==> config.mk <==
export PLATFORM = sky130hd
export DESIGN_NAME = mem_arbiter
export DESIGN_NICKNAME = d
export VERILOG_FILES = /design/src/rtl/mem_arbiter.sv
export SDC_FILE = /design/constraint.sdc
export NUM_CORES = 1
export LEC_CHECK = 0
export CAP_MARGIN = 15
export CORE_UTILIZATION = 30
export CTS_BUF_LIST = sky130_fd_sc_hd__clkbuf_8
export CTS_CLUSTER_SIZE = 40
export DETAILED_ROUTE_END_ITERATION = 16
export GPL_TIMING_DRIVEN = 0
export PLACE_DENSITY_LB_ADDON = 0.15
export SLEW_MARGIN = 0
export SYNTH_ARGS = -nofsm -noshare
export SYNTH_HDL_FRONTEND = slang
export SYNTH_SLANG_ARGS = --single-unit
==> constraint.sdc <==
create_clock -name clk -period 2.37 [get_ports clk]
set_clock_uncertainty 0.1 [all_clocks]
set_input_delay 0.3555 -clock clk [delete_from_list [all_inputs] [get_ports clk]]
set_output_delay 0.3555 -clock clk [all_outputs]
set_load 0.05 [all_outputs]
==> src/rtl/mem_arbiter.sv <==
// mem_arbiter: merges the instruction-fetch port and the data port onto a
// single memory request port. One transaction is in flight at a time; each
// one issues a single-cycle mem_read/mem_write strobe and then waits for
// the matching acknowledge. If no acknowledge arrives within TIMEOUT wait
// cycles, the transaction completes with err set and rdata zeroed.
//
// Parameters
//   IACK_MODE  0: acks are registered and read data is valid with read_ack
//              1: acks are immediate and read data is valid the cycle after
//   TIMEOUT    wait cycles before nonexistent memory is reported (1..255)
//   PADDR_W    physical address width
//   WORD_W     memory word width
//
// Ports
//   clk, reset                       clock, asynchronous active-low reset
//   if_addr/if_read                  fetch request (level, held until if_ack)
//   if_ack/if_err/if_rdata           fetch completion, error and data
//   d_addr/d_read/d_write/d_wdata    data request (level, held until d_ack)
//   d_ack/d_err/d_rdata              data completion, error and data
//   mem_addr/mem_write_data          address and write data to memory
//   mem_read/mem_write               single-cycle strobes to memory
//   mem_read_data/read_ack/write_ack memory read data and acknowledges
module mem_arbiter #(
  parameter bit          IACK_MODE = 1'b0,
  parameter int unsigned TIMEOUT   = 15,
  parameter int unsigned PADDR_W   = 24,
  parameter int unsigned WORD_W    = 36
) (
  input  logic               clk,
  input  logic               reset,
  input  logic [PADDR_W-1:0] if_addr,
  input  logic               if_read,
  output logic               if_ack,
  output logic               if_err,
  output logic [WORD_W-1:0]  if_rdata,
  input  logic [PADDR_W-1:0] d_addr,
  input  logic               d_read,
  input  logic               d_write,
  input  logic [WORD_W-1:0]  d_wdata,
  output logic               d_ack,
  output logic               d_err,
  output logic [WORD_W-1:0]  d_rdata,
  output logic [PADDR_W-1:0] mem_addr,
  output logic [WORD_W-1:0]  mem_write_data,
  output logic               mem_read,
  output logic               mem_write,
  input  logic [WORD_W-1:0]  mem_read_data,
  input  logic               read_ack,
  input  logic               write_ack
);

  typedef enum logic [2:0] {
    S_IDLE,
    S_ISSUE,
    S_WAIT,
    S_CAPTURE,
    S_RESP
  } state_t;

  state_t              state, state_n;
  logic                grant_d;   // 1: data port owns the current transaction
  logic                last_d;    // 1: data port was granted most recently
  logic                op_wr;     // latched operation is a write
  logic                err_q;
  logic [PADDR_W-1:0]  addr_q;
  logic [WORD_W-1:0]   wdata_q;
  logic [WORD_W-1:0]   rdata_q;
  logic [7:0]          cnt;

  logic req_i, req_d, sel_d, latch, cap, tmo, cnt_inc, ack_ok;

  always_comb begin
    state_n = state;
    latch   = 1'b0;
    cap     = 1'b0;
    tmo     = 1'b0;
    cnt_inc = 1'b0;
    req_i   = if_read;
    req_d   = d_read | d_write;
    // On a tie the port that was not granted last wins.
    sel_d   = (req_i && req_d) ? ~last_d : req_d;
    ack_ok  = op_wr ? write_ack : read_ack;

    case (state)
      S_IDLE: begin
        if (req_i || req_d) begin
          latch   = 1'b1;
          state_n = S_ISSUE;
        end
      end
      S_ISSUE, S_WAIT: begin
        // An ack in the strobe cycle itself is treated like one in WAIT.
        if (ack_ok) begin
          if (op_wr) begin
            state_n = S_RESP;
          end else if (IACK_MODE) begin
            state_n = S_CAPTURE;
          end else begin
            cap     = 1'b1;
            state_n = S_RESP;
          end
        end else if (state == S_ISSUE) begin
          state_n = S_WAIT;
        end else if (cnt == 8'(TIMEOUT - 1)) begin
          // This is the TIMEOUT-th ack-less WAIT cycle.
          tmo     = 1'b1;
          state_n = S_RESP;
        end else begin
          cnt_inc = 1'b1;
        end
      end
      S_CAPTURE: begin
        cap     = 1'b1;
        state_n = S_RESP;
      end
      S_RESP:  state_n = S_IDLE;
      default: state_n = S_IDLE;
    endcase
  end

  always_ff @(posedge clk or negedge reset) begin
    if (!reset) begin
      state   <= S_IDLE;
      grant_d <= 1'b0;
      last_d  <= 1'b0;
      op_wr   <= 1'b0;
      err_q   <= 1'b0;
      addr_q  <= '0;
      wdata_q <= '0;
      rdata_q <= '0;
      cnt     <= '0;
    end else begin
      state <= state_n;
      if (latch) begin
        grant_d <= sel_d;
        // Simultaneous read and write on the data port is serviced as a read.
        op_wr   <= sel_d & d_write & ~d_read;
        addr_q  <= sel_d ? d_addr : if_addr;
        wdata_q <= d_wdata;
        err_q   <= 1'b0;
        cnt     <= '0;
      end
      if (cnt_inc) begin
        cnt <= cnt + 8'd1;
      end
      if (cap) begin
        rdata_q <= mem_read_data;
      end
      if (tmo) begin
        err_q   <= 1'b1;
        rdata_q <= '0;
      end
      if (state == S_RESP) begin
        last_d <= grant_d;
      end
    end
  end

  assign mem_read       = (state == S_ISSUE) && !op_wr;
  assign mem_write      = (state == S_ISSUE) &&  op_wr;
  assign mem_addr       = addr_q;
  assign mem_write_data = wdata_q;
  assign if_ack         = (state == S_RESP) && !grant_d;
  assign d_ack          = (state == S_RESP) &&  grant_d;
  assign if_err         = (state == S_RESP) && !grant_d && err_q;
  assign d_err          = (state == S_RESP) &&  grant_d && err_q;
  assign if_rdata       = rdata_q;
  assign d_rdata        = rdata_q;

endmodule

Yosys cells after proc, flatten, opt, wreduce, memory -nomap -nowiden
Cells that the tools add are included.
- mux-type cells: 27
- add/subtract/negate cells: 1
- reductions and logical operators: 16
- equal/unequal tests: 7
- bitwise gates (word level): 5
- operators by type and width (operator ; count):
    $mux W36 ; 2
    $mux W24 ; 1
    $mux W1 ; 16
    $mux W8 ; 2
    $mux W3 ; 4
    $pmux W3 S3 ; 1
    $add A8 B1 Y8 const B ; 1
    $eq A8 B4 Y1 const B ; 1
    $logic_and A1 B1 Y1 ; 7
    $eq A3 B2 Y1 const B ; 2
    $reduce_bool A2 Y1 ; 3
    $ne A4 B4 Y1 const B ; 1
    $eq A3 B1 Y1 const B ; 1
    $eq A3 B3 Y1 const B ; 1
    $logic_not A3 Y1 ; 1
    $and A1 B1 Y1 ; 2
    $logic_not A1 Y1 ; 2
    $ne A2 B2 Y1 const B ; 1
    $not A1 Y1 ; 2
    $pmux W1 S2 ; 1
    $reduce_and A2 Y1 ; 1
    $reduce_or A2 Y1 ; 1
    $logic_or A1 B1 Y1 ; 1
    $or A1 B1 Y1 ; 1
- output and inout bits: 138
- bits in registers: 111
- word-level logic and storage cells: 65

Depth between registers and ports, before layout
- word-level depth: 6
- depth in mapped cells: 8

Worst setup path before layout
No wires, ideal clock.
- path kind: register -> output
- start point: register state[0]
- end point: output port if_err
- data required time: 1.914 ns
- arrival time: 1.903 ns
- buffers on the path: 1
- cell stages (with the launch flop): 6
- slack: 0.011 ns
- path through: dfrtp_1 > clkbuf_1 > nor2_1 > nand2_1 > nor2_1 > and2_1
- cells in the longest elaborated chain, start to end: 3
- ends and longest elaborated chain (item ; RTL line ; source):
    start, declared ; 60 ; state_t state, state_n;
    start signal, assigned ; 133 ; state <= state_n;
    $eq A3 B3 Y1 ; n/a ;
    $logic_and A1 B1 Y1 ; n/a ;
    via if_ack ; 33 ; output logic if_ack,
    $logic_and A1 B1 Y1 ; 165 ; assign if_err = (state == S_RESP) && !grant_d && err_q;
    end, declared ; 34 ; output logic if_err,
The timed path passes the listed nets, and every way through them passes these cells.

Worst setup path after layout
- start point: register op_wr
- end point: register cnt[6]
- cells in the longest elaborated chain, start to end: 4
- elaborated cells between the ends (all ways): 5
- classes of those cells: mux (4); reduce/logical (1)
- ends and longest elaborated chain (item ; RTL line ; source):
    start, declared ; 63 ; logic op_wr;
    start signal, assigned ; 137 ; op_wr <= sel_d & d_write & ~d_read;
    $mux W1 (*) ; 82 ; ack_ok = op_wr ? write_ack : read_ack;
    $mux W1 (*) ; 93 ; if (ack_ok) begin
    $mux W1 (*) ; 84 ; case (state)
    $mux W8 or $reduce_bool A2 Y1 (tied branches) ; n/a ;
    end signal, assigned ; 144 ; cnt <= cnt + 8'd1;
    end, declared ; 68 ; logic [7:0] cnt;
Mark *: on every way between the ends. The rest lies on a longest branch, timed or not.
A chain may end at the register's enable or synchronous reset.

==> run metrics <==
total track usage=0.166; Vias/cell=4.46; Final TNS setup=0 ns; VDD IR max=759 uV; Mapped Avg Cell Area=10.3 um^2; crit end category=flip-flop; sequential-to-total area share from yosys stat=0.580; status=finished, final reports clean; Final #Nets=868; reg2reg start=op_wr; CP cell instances=mux2_4 -> or4b_1 -> buf_2 -> or4_4 -> mux2i_1; die area=0.0165 mm^2; hold crit path type=in -> async; post-synth top area share=0.580; Unique masters post-synth=36; final hold viol count=0; Core Region=0.0154 mm^2; Synth area leader=dfrtp_1; CP delay by family, top=simple AND/OR/NAND/NOR gates; FP Rows=45; clock root buffer master=clkbuf_8; YS warnings=0; Synth top cells by count=143 x nand2_1, 111 x dfrtp_1, 36 x a22o_1, 36 x buf_4, 30 x o21ai_0; CP Launch Type=flip-flop; Post-synth EDFFs=0; ratio of cells with drive above 1 in the final layout=0.112; Least-Margin Pin Slew=0.557 ns; WL met2=6.81 mm; clock share of power=0.087; fill cell count=1417; syn nets=592; slowest CP cell=or4_4; max-slew violation count=0; Mapped Cells=463; Synth Flop Type=dfrtp_1; TritonCTS Sinks=111; Detailed Routing Iterations Pass 1=4; Crit path required time=2.52 ns; sw frac=0.522; cts bufs inserted=9; power density of the placed cells=1700 mW/mm^2; Synth Register Bits=111; CP startpoint=op_wr; drt total wl=13.4 mm; maximum buffer depth of the clock tree=2; Gate power share=0.667; 1st-iter DRT viols=126; RSZ-0062 raised after global routing=false; GRT overflow=0; final setup fails=0; Final Wtd Congestion=0.724; slew margin rel.=0.628; DRC=0; Ant. Diodes=0; Initial Utilization=0.312; sum of routed wire segments on met1=5.39 mm; initial antenna violation count=0; PortBufs=264; Routed WL per cell=14.1 um; dpl hpwl=10.3 mm; DIE HEIGHT=128 um; arrival time at the worst endpoint=2.40 ns; via count=4264; minimum clock period=2.24 ns; Critical Path Fanout Max=7; Layout area overhead=66.4%; P_sw=7.08 mW; vias in the first global route=4368; die width=128 um; count leader, synth=nand2_1; fin worst setup slack=0.125 ns; Post-Layout Cell Count=955; Placed Instances=940; max_cap viols=0; uppermost layer routed=met4; clk_lat worst skew=0.37 ns; FFs w/ async S/R, synth=1.00; Reg clk slew, reported paths=0.10 ns; Clock H-tree levels=3; period utilization=0.947; Pint=6.49 mW; CTS tree=done; first-pass GRT wire length=21.5 mm; Leak Pwr=3.68 nW; WS Path Type=reg -> reg; largest net degree at the start of global routing=45; CP peak stage delay=0.49 ns; Fmax achieved=0.445 GHz; synthesized area=0.00479 mm^2; post-place setup slack=-0.435 ns; synth top area cells=dfrtp_1 58%, nand2_1 11%, a22o_1 6.6%; Seq pwr share=0.246; remaining antenna violation count after routing=0; met3 WL post-DR=1.09 mm; CP Buf/Inv Count=1; IO Pins=265
[path summary, 6_finish.rpt]
kind	endpoint	slack (ns)	depth (start not counted)
setup / recovery	cnt[6]	0.13	5
hold / removal	d_rdata[8]	0.36	2
setup reg to reg	cnt[6]	0.13	5
hold reg to reg	mem_write_data[25]	0.38	2
max in group asynchronous	mem_write_data[27]	0.98	4
min in group clk	mem_write_data[25]	0.38	2
[layout by cell type, fill, tap and decap left out, types with 2 or more instances in the layout]
| cell | count |
|---|---|
| clkbuf_4 | 2 |
| inv_1 | 7 |
| nor2_1 | 5 |
| or4_1 | 2 |
| buf_4 | 37 |
| ha_1 | 2 |
| buf_2 | 4 |
| buf_1 | 3 |
| clkbuf_2 | 15 |
| mux2i_1 | 27 |
| clkdlybuf4s50_1 | 257 |
| and3_1 | 3 |
| o211ai_1 | 3 |
| a22o_1 | 36 |
| dfrtp_1 | 111 |
| o21ai_0 | 30 |
| and2_1 | 4 |
| nand3_1 | 6 |
| clkbuf_1 | 9 |
| clkbuf_8 | 11 |
| nand2_1 | 143 |
[power groups by stage]
| stage | combinational (mW) | sequential, mW | clock [mW] |
|---|---|---|---|
| floorplan | 3.27 | 6.07 | 0 |
| global placement | 9.03 | 3.33 | 0 |
| detailed placement | 9.12 | 3.36 | 0 |
| CTS | 9.14 | 3.33 | 1.25 |
| global route | 9.56 | 3.46 | 1.31 |
| finish | 9.04 | 3.34 | 1.18 |
[stage by stage]
| step | cell area, um^2 | utilization | total power, mW | hold WS [ns] |
|---|---|---|---|---|
| 2_1_floorplan | 4790 | - | 9.34 | -0.0401 |
| 3_3_place_gp | 7690 | 0.501 | 12.4 | 0.357 |
| 3_5_place_dp | 7740 | 0.504 | 12.5 | 0.222 |
| 6_report | 7970 | 0.519 | 13.6 | 0.359 |
| 5_1_grt | 7970 | 0.519 | 14.3 | 0.373 |
| 4_1_cts | 7960 | 0.518 | 13.7 | 0.353 |
[area by class of cell]
class,count,area [um^2],area share
Timing Repair Buffer,267,2670,0.335
Buffer,64,400,0.0502
Inverter,6,22.5,0.00283
Sequential cell,111,2780,0.349
Clock buffer,11,151,0.0190
Clock inverter,5,56.3,0.00706
Multi-Input combinational cell,280,1630,0.204
Tap cell,211,264,0.0331
[cells by family after synthesis]
logic type / count (synthesis) / share of synthesized area
DFF: 111 / 0.580
AOI/OAI and AO/OA: 78 / 0.118
adders and majority gates: 3 / 0.00732
muxes: 28 / 0.0596
and+or+nand+nor: 171 / 0.150
buffers and inverters: 72 / 0.0854
[state kept, by name, indices dropped and copies added, names as in the netlist]
name / count
d_rdata: 36
mem_write_data: 36
mem_addr: 24
cnt: 8
state: 3
err_q: 1
grant_d: 1
last_d: 1
op_wr: 1
[layer usage]
| metal | vias to the layer above | track usage |
|---|---|---|
| met2 | 154 | 0.297 |
| met5 | - | 0 |
| met4 | 0 | 0.0498 |
| li1 | 2080 | - |
| met1 | 2019 | 0.189 |
| met3 | 11 | 0.0507 |
[timing repair]
item,in CTS,in global routing
pin swaps,0,1
setup buffers,0,0
endpoints found under the setup margin,60,83
hold buffers,1,0
resized for setup,12,36
hold endpoints to repair,31,0
(Power assumes the default switching activity.)
